**config.mk**
```make
export PLATFORM = sky130hd
export DESIGN_NAME = crc16_frame_packer
export DESIGN_NICKNAME = d
export VERILOG_FILES = /design/src/rtl/crc16_pkg.sv /design/src/rtl/crc16.sv /design/src/rtl/crc16_frame_packer.sv
export SDC_FILE = /design/constraint.sdc
export NUM_CORES = 1
export LEC_CHECK = 0
export ABC_AREA = 1
export BUFFER_PORTS_ARGS = -buffer_cell sky130_fd_sc_hd__buf_2
export CAP_MARGIN = 20
export CORE_UTILIZATION = 55
export CTS_CLUSTER_SIZE = 14
export DETAILED_ROUTE_END_ITERATION = 8
export PLACE_DENSITY_LB_ADDON = 0.3
export SKIP_LAST_GASP = 1
export SLEW_MARGIN = 20
export SYNTH_ARGS = -nofsm -noshare
export SYNTH_HDL_FRONTEND = slang
export SYNTH_SLANG_ARGS = --single-unit
```
**constraint.sdc**
```tcl
create_clock -name clk -period 6.8 [get_ports clk]
set_clock_uncertainty 0.1 [all_clocks]
set_input_delay 1.02 -clock clk [delete_from_list [all_inputs] [get_ports clk]]
set_output_delay 1.02 -clock clk [all_outputs]
set_load 0.05 [all_outputs]
```
**src/rtl/crc16_pkg.sv**
```systemverilog
// crc16_pkg: shared widths, CRC polynomial and packer state encoding
// Contents:
//   DATA_W, CRC_W, BYTES_PER_WORD : word geometry shared by crc16 and the packer
//   CRC_POLY                      : CRC-16 polynomial x^16 + x^15 + x^2 + 1
//   state_e                       : packer FSM states FILL -> CRC -> SEND
package crc16_pkg;
    localparam int DATA_W = 64;
    localparam int CRC_W = 16;
    localparam int BYTES_PER_WORD = 8;
    localparam logic [CRC_W-1:0] CRC_POLY = 16'h8005;
    typedef enum logic [1:0] {FILL, CRC, SEND} state_e;
endpackage

```
**src/rtl/crc16.sv**
```systemverilog
// crc16: registered CRC-16 of a 64-bit word, polynomial 0x8005, zero seed
// Ports:
//   clk     in   1       clock, posedge
//   rst     in   1       synchronous active-high reset, clears the CRC register
//   data_in in   DATA_W  word to protect, processed from bit DATA_W-1 down to bit 0
//   crc_out out  CRC_W   CRC of the data_in seen on the previous clock edge
module crc16
    import crc16_pkg::*;
(
    input  logic              clk,
    input  logic              rst,
    input  logic [DATA_W-1:0] data_in,
    output logic [CRC_W-1:0]  crc_out
);
    logic [CRC_W-1:0] lfsr_d, lfsr_q;
    // Whole word folded in one cycle; the result equals data_in * x^16 mod poly.
    always_comb begin
        lfsr_d = '0;
        for (int i = DATA_W - 1; i >= 0; i--)
            lfsr_d = {lfsr_d[CRC_W-2:0], 1'b0} ^ ((lfsr_d[CRC_W-1] ^ data_in[i]) ? CRC_POLY : '0);
    end
    always_ff @(posedge clk) begin
        if (rst) lfsr_q <= '0;
        else     lfsr_q <= lfsr_d;
    end
    assign crc_out = lfsr_q;
endmodule

```
**src/rtl/crc16_frame_packer.sv**
```systemverilog
// crc16_frame_packer: packs a byte stream into 64-bit words and emits {word, crc16}
// Ports:
//   clk        in   1   clock, posedge
//   rst        in   1   synchronous active-high reset (also resets crc16)
//   in_data    in   8   input byte
//   in_valid   in   1   in_data valid
//   in_ready   out  1   byte accepted when in_valid & in_ready
//   in_last    in   1   last byte of frame (PACKER_PAD_EN builds only)
//   out_data   out  64  packed word
//   out_crc    out  16  crc16 of out_data
//   out_bytes  out  4   valid bytes in out_data, 1..8 (PACKER_PAD_EN builds only)
//   out_valid  out  1   out_data/out_crc valid
//   out_ready  in   1   word taken when out_valid & out_ready
// Parameter LSB_FIRST: 1 puts the first byte in data[7:0], 0 puts it in data[63:56].
// Macro PACKER_PAD_EN: enables in_last/out_bytes so short frames close a word early.
module crc16_frame_packer
    import crc16_pkg::*;
#(
    parameter bit LSB_FIRST = 1'b1
)
(
    input  logic              clk,
    input  logic              rst,
    input  logic [7:0]        in_data,
    input  logic              in_valid,
    output logic              in_ready,
`ifdef PACKER_PAD_EN
    input  logic              in_last,
    output logic [3:0]        out_bytes,
`endif
    output logic [DATA_W-1:0] out_data,
    output logic [CRC_W-1:0]  out_crc,
    output logic              out_valid,
    input  logic              out_ready
);
    state_e            state_d, state_q;
    logic [2:0]        cnt_d, cnt_q;
    logic [DATA_W-1:0] word_d, word_q;
    logic [2:0]        slot;
    logic              take, close;
    assign take = (state_q == FILL) && in_valid;
`ifdef PACKER_PAD_EN
    assign close = (cnt_q == 3'(BYTES_PER_WORD - 1)) || in_last;
`else
    assign close = (cnt_q == 3'(BYTES_PER_WORD - 1));
`endif
    assign slot = LSB_FIRST ? cnt_q : 3'(BYTES_PER_WORD - 1) - cnt_q;
    // Unwritten slots are always zero (cleared on reset and on send), so OR-in suffices.
    always_comb begin
        state_d = state_q;
        cnt_d   = cnt_q;
        word_d  = word_q;
        case (state_q)
            FILL: if (in_valid) begin
                word_d  = word_q | ({{(DATA_W-8){1'b0}}, in_data} << {slot, 3'b000});
                cnt_d   = close ? 3'd0 : cnt_q + 3'd1;
                state_d = close ? CRC : FILL;
            end
            CRC:  state_d = SEND;
            SEND: if (out_ready) begin
                word_d  = '0;
                state_d = FILL;
            end
            default: state_d = FILL;
        endcase
    end
    always_ff @(posedge clk) begin
        if (rst) begin
            state_q <= FILL;
            cnt_q   <= '0;
            word_q  <= '0;
        end else begin
            state_q <= state_d;
            cnt_q   <= cnt_d;
            word_q  <= word_d;
        end
    end
`ifdef PACKER_PAD_EN
    logic [3:0] bytes_d, bytes_q;
    always_comb begin
        bytes_d = bytes_q;
        if (take && close)
            bytes_d = {1'b0, cnt_q} + 4'd1;
        else if (state_q == SEND && out_ready)
            bytes_d = '0;
    end
    always_ff @(posedge clk) begin
        if (rst) bytes_q <= '0;
        else     bytes_q <= bytes_d;
    end
    assign out_bytes = bytes_q;
`else
    logic unused_take;
    assign unused_take = take;
`endif
    // The word is stable through CRC and SEND, so crc16 keeps presenting its CRC.
    crc16 u_crc16 (
        .clk     (clk),
        .rst     (rst),
        .data_in (word_q),
        .crc_out (out_crc)
    );
    assign in_ready  = (state_q == FILL);
    assign out_valid = (state_q == SEND);
    assign out_data  = word_q;
endmodule

```
* Word-level counts from Yosys, hierarchy flattened
Cells that the tools add are included.
** Word-level totals
- Register bits after elaboration :: 85
- Input bits :: 12
- Output and inout bits :: 82
- Word-level logic and storage cells :: 215
** Operators by class
- Add/subtract/negate cells :: 1
- Equality and inequality tests :: 5
- Shifts and indexed selects :: 1
- Muxes and demuxes :: 72
- Bitwise logic cells :: 127
- Reduce and logical (&&, ||, !) cells :: 5
** Operators by type and width (count)
- 2-to-1 mux 16 bit :: 64
- XOR 16 bit :: 63
- 2-to-1 mux 64 bit :: 2
- case mux 64 bit (2 select lines) :: 1
- bitwise OR 64 bit :: 1
- left shift 8 x 6 -> 64 bit :: 1
- XOR 1 bit :: 63
- case mux 2 bit (3 select lines) :: 1
- 2-to-1 mux 2 bit :: 2
- AND reduction 2 bit :: 2
- adder 3 x 1 -> 3 bit, second input constant :: 1
- equality test 3 bit, second input constant :: 1
- 2-to-1 mux 3 bit :: 1
- AND reduction 3 bit :: 1
- equality test 2 x 1 -> 1 bit, second input constant :: 1
- equality test 2 bit, second input constant :: 1
- logical NOT 2 bit :: 1
- inequality test 2 x 1 -> 1 bit, second input constant :: 1
- inequality test 2 bit, second input constant :: 1
- nonzero test 2 bit :: 1
- 2-to-1 mux 1 bit :: 1

* Depth between registers and ports, before layout
- Depth after elaboration :: 190
- Mapped depth :: 58
- Depth with buffers taken out :: 58

* Modules after synthesis
Synthesis repeated with hierarchy kept, for this count alone.
** Unflattened totals
- Cell total of the unflattened synthesis :: 877
- Area, all modules :: 5893.2 um^2
** Modules (own cells, without submodules)
- crc16 :: instances 1, cells each 484, area each 3037.9 um^2
- crc16_frame_packer :: instances 1, cells each 393, area each 2855.2 um^2

* Least setup slack after synthesis
Ideal clock, no wire load.
- Kind :: reg-to-reg
- From :: register word_q[63] (netlist: out_data[63])
- To :: register u_crc16.lfsr_q[15] (netlist: u_crc16.crc_out[15])
- Setup time :: 0.113 ns
- Data arrival time :: 4.428 ns
- Path slack :: 2.159 ns
- Stages on the path, launching flop included :: 56
- Buffers on the path :: 0
- Cell sequence :: dfxtp_1 inv_1 nand2_1 nand3_1 nand2_2 inv_2 nand2_4 nand2_4 nand2_2 inv_2 nor2_2 nand2_2 nand2_1 nand2_1 nand2_1 nand2_2 nand2_2 nand2_2 (+20 left out) nand2_2 nand2_2 nand2_1 nand2_1 nand2_1 nand2_1 nand2_1 nand2_1 nand2_1 nand2_1 nand2_1 nand2_1 nand3_1 nand2_2 nand2_1 nand2_1 nor2_1 nor2_1
** On the way
- Word-level cells in the longest chain between the ends :: 190
** RTL lines
- start, declared :: RTL line crc16_frame_packer.sv:38 : logic [DATA_W-1:0] word_d, word_q;
- start signal, assigned :: RTL line crc16_frame_packer.sv:75 : word_q <= word_d;
- 2-to-1 mux 16 bit * :: RTL line crc16.sv:20 : lfsr_d = {lfsr_d[CRC_W-2:0], 1'b0} ^ ((lfsr_d[CRC_W-1] ^ data_in[i]) ? CRC_POLY : '0);
- XOR 1 bit :: RTL line crc16.sv:20
- 2-to-1 mux 16 bit :: RTL line crc16.sv:20
- XOR 16 bit * :: RTL line crc16.sv:20
- XOR 1 bit :: RTL line crc16.sv:20
- 2-to-1 mux 16 bit :: RTL line crc16.sv:20
- XOR 16 bit * :: RTL line crc16.sv:20
- XOR 1 bit :: RTL line crc16.sv:20
- (+174 left out)
- 2-to-1 mux 16 bit :: RTL line crc16.sv:20
- XOR 16 bit * :: RTL line crc16.sv:20
- XOR 1 bit :: RTL line crc16.sv:20
- 2-to-1 mux 16 bit :: RTL line crc16.sv:20
- XOR 16 bit * :: RTL line crc16.sv:20
- XOR 1 bit :: RTL line crc16.sv:20
- 2-to-1 mux 16 bit :: RTL line crc16.sv:20
- XOR 16 bit * :: RTL line crc16.sv:20
- end signal, assigned :: RTL line crc16.sv:24 : else lfsr_q <= lfsr_d;
- end, declared :: RTL line crc16.sv:15 : logic [CRC_W-1:0] lfsr_d, lfsr_q;
Every way passes the cells marked *; elsewhere a longest branch is shown, timed or not.
A chain may end at the register's enable or synchronous reset.

* Worst setup path in the final report
- From :: register word_q[55] (netlist: out_data[55])
- To :: register u_crc16.lfsr_q[15] (netlist: u_crc16.crc_out[15])
** On the way
- Word-level cells in the longest chain between the ends :: 168
** RTL lines (RTL line)
- XOR 1 bit * :: crc16.sv:20
- 2-to-1 mux 16 bit * :: crc16.sv:20
- XOR 16 bit * :: crc16.sv:20
- XOR 1 bit :: crc16.sv:20
- 2-to-1 mux 16 bit :: crc16.sv:20
- XOR 16 bit * :: crc16.sv:20
- XOR 1 bit :: crc16.sv:20
- 2-to-1 mux 16 bit :: crc16.sv:20
- (+152 left out)
- 2-to-1 mux 16 bit :: crc16.sv:20
- XOR 16 bit * :: crc16.sv:20
- XOR 1 bit :: crc16.sv:20
- 2-to-1 mux 16 bit :: crc16.sv:20
- XOR 16 bit * :: crc16.sv:20
- XOR 1 bit :: crc16.sv:20
- 2-to-1 mux 16 bit :: crc16.sv:20
- XOR 16 bit * :: crc16.sv:20
Marks and branches as above.

==> impl_metrics.toml <==
[pwr]
p_total_w = 0.002310
power.leakage_nw = 2.862
ir_drop_uv = 240.5
cellPowerDensity_mw_per_mm2 = 396.3

[floorplan]
fp-row-count = 34
io_pins = 94
die_h_um = 97.53
die_area_sq_mm = 0.009511
die_w_um = 97.53
start_util_pct = 57.27
fp.coreArea_sq_mm = 0.008763

[yosys]
synth_area_leaders = "dfxtp_1 (34%), nand2_1 (13%), xor2_1 (12%)"
seq_area_frac_synth_pct = 33.91
postSynthCellCount = 732
syn-cell-area_sq_mm = 0.005019
synth_top_area_share_pct = 33.91
yosysTopAreaCell = "dfxtp_1"
ys.warnings.count = 0
syn_avg_cell_area_sq_um = 6.856
ys_ff_latch = 85
synth_flop_cell = "dfxtp_1"
async_flop_share_pct = 0
synth_edf_count = 0
syn_nets = 746
yosysUniqueCellTypes = 26

[cts]
cts_resized = 0
cts_sinks = 85
htree_levels = 3
cts_buffers = 9
post_cts_buffers = 0
clock_latency_ps = 360
ctsHoldBuffers = 0
clock_path_buffers = 2
clkTransAtPathRegs_ps = 90
cts_root_buffer = "clkbuf_8"
cts_tree = "done"

[finish]
final_cells = 931
post-route-cell-area_sq_mm = 0.005829
layout-drive-gt1-share_pct = 21.63
synthToLayoutAreaGrowth_pct = 16.16
fin_nets = 832
n_antenna_cell = 0

[global_route]
antenna_found_initial = 0
met1_usage_pct = 35.07
busiest_layer = "met2"
grt_pass1_wl_um = 22270
met2_usage_pct = 49.11
track_usage_pct = 29.00
overflow = 0
grt_max_degree = 65
grt_pass1_vias = 4780
grtUsageMet3_pct = 5.755

[setup_path]
critPathLaunchType = "flip-flop"
rrSetupSlack_ps = 1810
reg2regPathDepth = 54
rr_startpoint = "out_data[55]"
cp.arrival_ps = 5200
required_ps = 7010
critPathBufInv = 2
cp_slowest_stage_delay_ps = 460
crit_cells = 54
crit_path_max_fanout = 6
crit_family = "simple AND/OR/NAND/NOR gates"
worstSetupPathType = "flip-flop to flip-flop"
cp_slowest_cell = "dfxtp_1"
endpoint_kind = "flip-flop"
crit_path_start = "out_data[55]"
critPathMostFrequentCell = "nand2_1"

[timing]
setup_violations = 0
setup_tns_ps = 0
rsz0062_at_grt = "false"
finalCriticalPeriod_ps = 4991
fmax_mhz = 200.4
slew_viol_final = 0
relSlewSlack_pct = 52.65
min_period_over_period_pct = 73.40
finalHoldViolations = 0
worst_pin_slew_ps = 710.3

[placement]
place_congestion = 0.9124
portBuffers = 93
place_hpwl_um = 10380
dp.cells = 915
dpl-instance-area_sq_mm = 0.005572

[outcome]
status = "finished clean"

[routing]
detail-route-antenna-nets = 0
first_pass_iters = 5
drt-initial-drc-count = 302
wl_per_cell_um = 14.60
viasPerCell = 5.401
routed_wl_um = 13590
post-route-drc-count = 0
num_vias = 5028

[min_path]
holdCritPathClass = "flip-flop to flip-flop"
hold_depth = 2
hp-start = "out_data[43]"

[job]
drv_cap = 0
cells in the final DEF (no fill, tap or decap), types with 2 or more instances in the layout:
master	n
inv_1	88
nor2_1	32
xnor2_1	13
nor2_2	3
nand2_4	4
a21oi_1	78
clkbuf_8	11
nand3_1	51
xor2_2	5
buf_4	2
nand2_2	34
ha_1	2
nand2_1	179
buf_2	93
clkinv_1	2
bufinv_16	3
dfxtp_1	85
o21ai_0	10
inv_2	11
xor2_1	66
nor3_1	34
nand3_2	9
power by group:
group          switching, W  internal, W
clock              0.000193     0.000265
sequential        0.0000224     0.000554
combinational      0.000884     0.000391
registers in the layout, summed over array words and instances, names as in the netlist:
register / cells
u_crc16.crc_out: 16
out_data: 64
state_q: 2
cnt_q: 3
area by class of cell:
cell class,instances,area [sq um]
fill,772,2934
multi-input combinational,526,2875
sequential,85,1702
timing repair buffer,95,480.5
inverter,101,379.1
clock buffer,11,151.4
tap,108,135.1
clock inverter,5,106.4
kinds of logic (layout without fill, tap and decap cells):
group           Yosys count  after routing  synth area share [%]
fa+ha+maj                 2              2                0.4985
buf+inv                 121            212                 9.050
simple gates            350            350                 32.06
flops                    85             85                 33.91
xor+xnor                 84             84                 15.41
compound gates           90             90                 9.075
synthesized netlist by cell type, drive strengths merged, types with 2 or more instances:
cell type / count
dfxtp: 85
nor2: 35
o21ai: 10
nand3: 61
ha: 2
buf: 3
clkinv: 2
a21oi: 78
nand2: 217
nor3: 34
xnor2: 13
clkbuf: 17
inv: 99
xor2: 71
metrics by stage:
stage,hold slack (ps),worst slack (ps),util (%)
2_1_floorplan,357.1,2159,-
3_3_place_gp,363.8,2172,63.52
3_5_place_dp,381.1,1935,63.58
4_1_cts,397.2,1877,66.52
5_1_grt,418.8,1168,66.52
6_report,392.6,1809,66.52
metal layers:
metal,share of wire (%),wire length (um),vias up
met5,0,0,-
met4,3.4,462,0
met3,7.6,1039,43
met2,48,6507,227
met1,41,5578,2284
li1,-,-,2474
worst paths after layout:
| kind | end |
|---|---|
| setup / recovery | u_crc16.crc_out[15] |
| hold / removal | out_data[43] |
| setup reg to reg | u_crc16.crc_out[15] |
| hold reg to reg | out_data[43] |
tightest hold or removal path, stage by stage (launching register included):
cell and delay (ps):
dfxtp_1 330, inv_1 70, a21oi_1 60
Power figures use the tool's default switching activity.
